===== src/rtl/instruction_dispatcher.sv =====
// Instruction dispatcher: pops 13-bit instructions from the upstream FIFO, decodes
// them and issues len+1 command beats to the compute datapath; handles NOP/SYNC/HALT.
module instruction_dispatcher #(
  parameter int INSTR_W = 13,
  parameter int ADDR_W  = 5,
  parameter int LEN_W   = 5,
  parameter int CNT_W   = 16
) (
  input  logic               clk,
  input  logic               rst,
  input  logic               start,
  input  logic [INSTR_W-1:0] fifo_data,
  input  logic               fifo_empty,
  output logic               fifo_rd_en,
  output logic               cmd_valid,
  input  logic               cmd_ready,
  output logic [2:0]         cmd_op,
  output logic [ADDR_W-1:0]  cmd_addr,
  output logic               cmd_last,
  input  logic               done_in,
  output logic               halted,
  output logic [CNT_W-1:0]   instr_count,
  output logic [2:0]         dbg_state
);

  // Handshake: a beat transfers on a rising edge where cmd_valid && cmd_ready;
  // cmd_valid is registered and, once high, stays high with op/addr/last frozen
  // until that transfer happens (or reset).

  typedef enum logic [2:0] {
    S_IDLE  = 3'd0,
    S_FETCH = 3'd1,
    S_LATCH = 3'd2,
    S_ISSUE = 3'd3,
    S_SYNC  = 3'd4
  } state_t;

  localparam logic [2:0] OP_NOP  = 3'd0;
  localparam logic [2:0] OP_SYNC = 3'd6;
  localparam logic [2:0] OP_HALT = 3'd7;

  state_t state, state_next;

  logic [2:0]       dec_op;
  logic [ADDR_W-1:0] dec_addr;
  logic [LEN_W-1:0] dec_len;
  logic [LEN_W-1:0] len_q;
  logic [LEN_W-1:0] beat_q;
  logic             handshake;
  logic             retire;

  assign dec_op   = fifo_data[INSTR_W-1 -: 3];
  assign dec_addr = fifo_data[LEN_W +: ADDR_W];
  assign dec_len  = fifo_data[LEN_W-1:0];

  assign handshake = cmd_valid && cmd_ready;
  assign dbg_state = state;

  always_ff @(posedge clk or negedge rst) begin
    if (!rst) begin
      state <= S_IDLE;
    end else begin
      state <= state_next;
    end
  end

  always_comb begin
    state_next = state;
    case (state)
      S_IDLE:  if (start) state_next = S_FETCH;
      S_FETCH: if (!fifo_empty) state_next = S_LATCH;
      S_LATCH: begin
        case (dec_op)
          OP_NOP:  state_next = S_FETCH;
          OP_SYNC: state_next = S_SYNC;
          OP_HALT: state_next = S_IDLE;
          default: state_next = S_ISSUE;
        endcase
      end
      S_ISSUE: if (handshake && cmd_last) state_next = S_FETCH;
      S_SYNC:  if (done_in) state_next = S_FETCH;
      default: state_next = S_IDLE;
    endcase
  end

  always_comb begin
    fifo_rd_en = 1'b0;
    halted     = 1'b0;
    retire     = 1'b0;
    case (state)
      S_IDLE:  halted = 1'b1;
      S_FETCH: fifo_rd_en = !fifo_empty;
      S_LATCH: retire = (dec_op == OP_NOP) || (dec_op == OP_HALT);
      S_ISSUE: retire = handshake && cmd_last;
      S_SYNC:  retire = done_in;
      default: halted = 1'b0;
    endcase
  end

  // Beat registers: loaded from the FIFO word in LATCH, stepped on each transfer.
  always_ff @(posedge clk or negedge rst) begin
    if (!rst) begin
      len_q     <= '0;
      beat_q    <= '0;
      cmd_valid <= 1'b0;
      cmd_op    <= '0;
      cmd_addr  <= '0;
      cmd_last  <= 1'b0;
    end else begin
      case (state)
        S_LATCH: begin
          len_q     <= dec_len;
          beat_q    <= '0;
          cmd_op    <= dec_op;
          cmd_addr  <= dec_addr;
          cmd_last  <= (dec_len == '0);
          cmd_valid <= (dec_op != OP_NOP) && (dec_op != OP_SYNC) && (dec_op != OP_HALT);
        end
        S_ISSUE: begin
          if (handshake) begin
            if (cmd_last) begin
              cmd_valid <= 1'b0;
            end else begin
              beat_q   <= beat_q + LEN_W'(1);
              cmd_addr <= cmd_addr + ADDR_W'(1);
              cmd_last <= ((beat_q + LEN_W'(1)) == len_q);
            end
          end
        end
        default: cmd_valid <= 1'b0;
      endcase
    end
  end

  always_ff @(posedge clk or negedge rst) begin
    if (!rst) begin
      instr_count <= '0;
    end else if (retire && (instr_count != '1)) begin
      instr_count <= instr_count + CNT_W'(1);
    end
  end

endmodule


===== config.mk =====
export PLATFORM = sky130hd
export DESIGN_NAME = instruction_dispatcher
export DESIGN_NICKNAME = d
export VERILOG_FILES = /design/src/rtl/instruction_dispatcher.sv
export SDC_FILE = /design/constraint.sdc
export NUM_CORES = 1
export LEC_CHECK = 0
export BUFFER_PORTS_ARGS = -buffer_cell sky130_fd_sc_hd__buf_4
export CAP_MARGIN = 40
export CORE_MARGIN = 4
export CORE_UTILIZATION = 48
export DETAILED_ROUTE_END_ITERATION = 10
export HOLD_SLACK_MARGIN = 0.1
export PLACE_DENSITY_LB_ADDON = 0.2
export SLEW_MARGIN = 20
export SYNTH_ARGS = -nofsm -noshare
export SYNTH_HDL_FRONTEND = slang
export SYNTH_SLANG_ARGS = --single-unit

===== constraint.sdc =====
create_clock -name clk -period 1.9 [get_ports clk]
set_clock_uncertainty 0.15 [all_clocks]
set_input_delay 0.38 -clock clk [delete_from_list [all_inputs] [get_ports clk]]
set_output_delay 0.38 -clock clk [all_outputs]
set_load 0.005 [all_outputs]

# Yosys cells after proc, flatten, opt, wreduce, memory -nomap -nowiden
# Index checks and enable logic that the tools add are counted.
[classes]
addsub = 3
eq_ne = 17
mux = 21
reduce_logical = 16
[ops]
columns = ["operator", "count"]
rows = [
  ["two-way mux 5 bit", 4],
  ["one-hot mux 5 bit (2 select lines)", 2],
  ["adder 16 x 1 -> 16 bit (second input constant)", 1],
  ["inequality test 16 bit (second input constant)", 1],
  ["one-hot mux 3 bit (5 select lines)", 1],
  ["inequality test 2 bit (second input constant)", 7],
  ["two-way mux 3 bit", 4],
  ["adder 5 x 1 -> 5 bit (second input constant)", 2],
  ["equality test 3 bit (second input constant)", 3],
  ["one-hot mux 3 bit (3 select lines)", 1],
  ["equality test 3 x 2 -> 1 bit (second input constant)", 2],
  ["logical NOT 3 bit", 2],
  ["two-way mux 1 bit", 6],
  ["inequality test 3 bit (second input constant)", 2],
  ["equality test 5 bit", 1],
  ["logical AND 1 bit", 5],
  ["logical NOT 5 bit", 1],
  ["one-hot mux 1 bit (2 select lines)", 2],
  ["AND reduction 2 bit", 2],
  ["AND reduction 4 bit", 1],
  ["equality test 3 x 1 -> 1 bit (second input constant)", 1],
  ["one-hot mux 1 bit (3 select lines)", 1],
  ["AND reduction 3 bit", 1],
  ["nonzero test 3 bit", 1],
  ["3 further kinds", 3],
]
[totals]
reg_bits = 39
input_bits = 19
output_inout_bits = 31
word_cells = 65

# Logic depth before layout (Yosys ltp)
[logic_depth]
word_depth = 5
depth_mapped = 7
mapped_depth_nobuf = 6

# Worst setup path after synthesis
# OpenSTA, ideal clock, no wires.
[synth_path]
kind = "reg-to-reg"
startpoint = "register state[2] (netlist: dbg_state[2])"
endpoint = "register instr_count[9]"
setup_time_ps = 79
t_arrival_ps = 1575
t_required_ps = 1671
path_slack_ps = 96
path_stages_with_launch = 8
n_path_buf = 2
period_less_slack_ps = 1804
cell_sequence = "dfrtp_1 -> buf_2 -> nor2b_1 -> a21oi_1 -> a22o_1 -> buf_6 -> nor4_4 -> xor2_1"
[synth_between]
elab_chain_cells = 3
word_cells_on_any_way = 5
classes_between = "eq/ne (3); mux (1); reduce/logical (1)"
[synth_rtl]
columns = ["element", "line", "text"]
rows = [
  ["start, declared", "42", "state_t state, state_next;"],
  ["start signal, assigned", "63", "state <= state_next;"],
  ["equality test 3 bit / equality test 3 x 2 -> 1 bit (equally long branches)", "90", "case (state)"],
  ["one-hot mux 1 bit (3 select lines) (*)", "90", ""],
  ["logical AND 1 bit (*)", "138", "end else if (retire && (instr_count != '1)) begin"],
  ["end signal, assigned", "139", "instr_count <= instr_count + CNT_W'(1);"],
  ["end, declared", "22", "output logic [CNT_W-1:0] instr_count,"],
]
# Every way passes the cells marked *; elsewhere a longest branch is shown, timed or not.
# A chain may end at the register's enable or synchronous reset.

# Final worst setup path
[layout_path]
startpoint = "register state[0] (netlist: dbg_state[0])"
endpoint = "register instr_count[5]"
# Same word-level chain as after synthesis.

==> impl_table.tex <==
\begin{tabular}{lr}
\hline
Metric & Value \\
\hline
\multicolumn{2}{l}{\textbf{Outcome}} \\
Run status & finished clean \\
\multicolumn{2}{l}{\textbf{GRT}} \\
Largest net degree at the start of global routing & 40 \\
Total global routing track utilization & 18.6\% \\
Wire length of the first global-routing pass & 7.67 mm \\
Vias in the first global route & 1708 \\
Initial antenna violation count & 0 \\
Global route total overflow & 0 \\
\multicolumn{2}{l}{\textbf{Logic synthesis}} \\
Yosys warning count & 0 \\
Top cells by area in the synthesized netlist & dfrtp\_1 (48\%), xnor2\_1 (5.2\%), mux2\_2 (4.4\%) \\
Syn Area/Cell & 10.1 um\^{}2 \\
Top flip-flop cell by instance count after synthesis & dfrtp\_1 \\
Synthesized area & 0.00204 mm\^{}2 \\
Post-synth cell types & 45 \\
Synth Net Count & 225 \\
Top cell type by total area after synthesis & dfrtp\_1 \\
Proportion of synthesized flip-flops having asynchronous set or reset & 100\% \\
Fraction of the yosys area taken by sequential cells & 47.8\% \\
Count of mapped cells out of synthesis & 203 \\
Post-synthesis sequential element count & 39 \\
Synth cell count leaders & dfrtp\_1 (39), nand2\_1 (17), nor2\_1 (13), o21ai\_0 (13) \\
Number of enable flip-flop cells after synthesis & 0 \\
Leading cell type by number of instances after synthesis & dfrtp\_1 \\
Area share of the largest cell type after synthesis & 47.8\% \\
\multicolumn{2}{l}{\textbf{Setup path}} \\
CP endpoint kind & flip-flop \\
Slowest cell on the critical path & dfrtp\_2 \\
CP cell instances & and4bb\_2, a21oi\_2, buf\_4, a22oi\_2, buf\_4, and3\_4, xor2\_1 \\
Crit path DAT & 1.91 ns \\
Category of the critical setup timing path & flip-flop to flip-flop \\
Source of the worst register-to-register timing path & dbg\_state[0]\$\_DFFE\_PN0P\_ \\
Critical path startpoint & dbg\_state[0]\$\_DFFE\_PN0P\_ \\
CP Max Fanout & 6 \\
Delay of the slowest critical-path stage & 0.45 ns \\
Required time of the worst setup path & 1.96 ns \\
Cell type with the highest occurrence count on the critical path & buf\_4 \\
Worst setup SP type & flip-flop \\
\multicolumn{2}{l}{\textbf{Timing}} \\
Max\_slew headroom & 67.2\% \\
Minimum period implied by the final worst setup slack & 1.85 ns \\
Fmax & 0.540 GHz \\
Slew at the pin with the worst max-slew slack & 0.492 ns \\
Setup tns final & 0 ns \\
Number of pins exceeding their max-slew limit in the final report & 0 \\
Final Cycle Share & 97.4\% \\
Hold violation count in the final report & 0 \\
Endpoints failing setup & 0 \\
Final worst-path setup slack & 0.0488 ns \\
WHS & 0.168 ns \\
\multicolumn{2}{l}{\textbf{Placed design}} \\
Final weighted congestion in routability-driven placement & 0.791 \\
DP Worst Slack & -0.0179 ns \\
\# port buffers & 49 \\
DP HPWL & 3.38 mm \\
Standard cell area after detailed placement & 0.00265 mm\^{}2 \\
\multicolumn{2}{l}{\textbf{Finish}} \\
Nets@finish & 306 \\
Fillcell total & 321 \\
Antenna cells & 0 \\
Share of final-layout standard cells stronger than drive strength 1 & 37.9\% \\
Design area & 0.00279 mm\^{}2 \\
Area growth, synth to finish & 36.5\% \\
\multicolumn{2}{l}{\textbf{Clocking}} \\
Clock tree from TritonCTS & built \\
Clock tree root driver cell & clkbuf\_8 \\
Clock-pin slew on the worst setup and hold paths & 0.08 ns \\
Clock sink total & 39 \\
Clock latency on the worst-skew pair & 0.30 ns \\
Number of buffers created by CTS & 5 \\
Buffer levels on the longest clock path & 2 \\
Number of H-tree levels & 2 \\
\multicolumn{2}{l}{\textbf{Power}} \\
Max VDD drop & 0.775 mV \\
Static Leak & 1.36 nW \\
P per Cell Area & 1230 mW/mm\^{}2 \\
\multicolumn{2}{l}{\textbf{Routing}} \\
Via count & 1736 \\
1st-pass router iterations & 4 \\
Detail-routed net length per standard cell & 13.7 um \\
Residual DRC count & 0 \\
Initial DRC Count & 82 \\
Post-detailed-routing wire length & 4.60 mm \\
Drt via density & 5.18 \\
Number of antenna-violating nets in the routed design & 0 \\
\multicolumn{2}{l}{\textbf{Min path}} \\
Worst min-delay path category & primary input to flip-flop \\
Startpoint of the worst hold path & fifo\_data[2] \\
\multicolumn{2}{l}{\textbf{Floorplan}} \\
Floorplan core area & 0.00406 mm\^{}2 \\
Starting Density & 50.3\% \\
Die X & 73.2 um \\
Height of the chip & 73.2 um \\
Boundary Pins & 50 \\
Number of rows in the core area & 23 \\
Area of the die & 0.00536 mm\^{}2 \\
\multicolumn{2}{l}{\textbf{Flow run}} \\
Max Cap Violations & 0 \\
\hline
\end{tabular}
[power breakdown]
group	switching, mW	leakage (nW)	internal, mW
Combinational	0.677	0.819	0.866
Sequential	0.227	0.499	1.08
Clock	0.305	0.0402	0.255
Total	1.21	1.36	2.21
[layout make-up]
class	count	area, um^2	area share [%]
Clock buffer	5	68.8	2.47
Clock inverter	3	20.0	0.719
Inverter	5	18.8	0.674
Multi-Input combinational cell	151	1020	36.6
Sequential cell	39	977	35.1
Tap cell	50	62.6	2.25
Timing Repair Buffer	82	618	22.2
[flip-flops by register name (all words and copies together), names as in the netlist]
signal / count
instr_count: 16
beat_q: 5
cmd_addr: 5
len_q: 5
cmd_op: 3
dbg_state: 3
cmd_last: 1
cmd_valid: 1
[metrics by stage]
stage | total power, mW | cells | util, %
after floorplan | 2.17 | 203 | -
after global placement | 2.81 | 323 | 65.2
after detailed placement | 2.85 | 323 | 65.2
after CTS | 3.42 | 332 | 67.7
after global routing | 3.69 | 335 | 68.6
final | 3.41 | 335 | 68.6
[logic make-up after synthesis]
kind of cell / synth area share (%)
mux: 5.40
compound gates: 11.0
simple gates: 21.5
xor+xnor: 9.44
buf+inv: 3.00
flops: 47.8
fa+ha+maj: 1.84
[metal layers]
| layer | routed length [um] | track usage, % | up-vias |
|---|---|---|---|
| met5 | 0 | 0 | - |
| met4 | 65 | 7.38 | 0 |
| met3 | 205 | 4.82 | 6 |
| met2 | 2220 | 31.7 | 36 |
| met1 | 2110 | 22.4 | 807 |
| li1 | - | - | 887 |
[placed cells by master (no fill, tap or decap), types with 2 or more instances in the layout]
master	instances
a21oi_1	9
a31oi_1	2
and3_1	4
and4_1	2
buf_4	81
clkbuf_8	5
clkinvlp_4	2
dfrtp_1	38
ha_1	3
inv_1	5
mux2_2	8
mux2i_1	2
nand2_1	17
nand2b_1	3
nand3_1	12
nand3b_1	2
nand4_1	4
nor2_1	13
nor2b_1	2
nor3_1	9
o21ai_0	12
o21ai_1	2
o22ai_1	3
xnor2_1	12
xor2_1	10
[critical path, delay by kind of cell, from the launching register on]
| family | cells | cell delay (ns) |
|---|---|---|
| simple gates | 2 | 0.50 |
| flops | 1 | 0.45 |
| buf+inv | 2 | 0.30 |
| compound gates | 2 | 0.21 |
| xor+xnor | 1 | 0.16 |
[worst paths after layout]
path / end / slack, ns / cells past startpoint
max: instr_count[5]$_DFFE_PN0P_ / 0.05 / 7
min: len_q[2]$_DFFE_PN0N_ / 0.17 / 2
max reg2reg: instr_count[5]$_DFFE_PN0P_ / 0.05 / 7
min reg2reg: instr_count[13]$_DFFE_PN0P_ / 0.35 / 1
max in group asynchronous: dbg_state[0]$_DFFE_PN0P_ / 0.79 / 2
min in group asynchronous: len_q[2]$_DFFE_PN0N_ / 0.42 / 2
[what timing repair did]
action,CTS,global route
setup endpoints to repair,0,15
setup buffers,0,3
hold buffers,1,0
endpoints found under the hold margin,39,0
gates resized for setup,0,6
No activity file was read; power rests on OpenSTA's default activity.
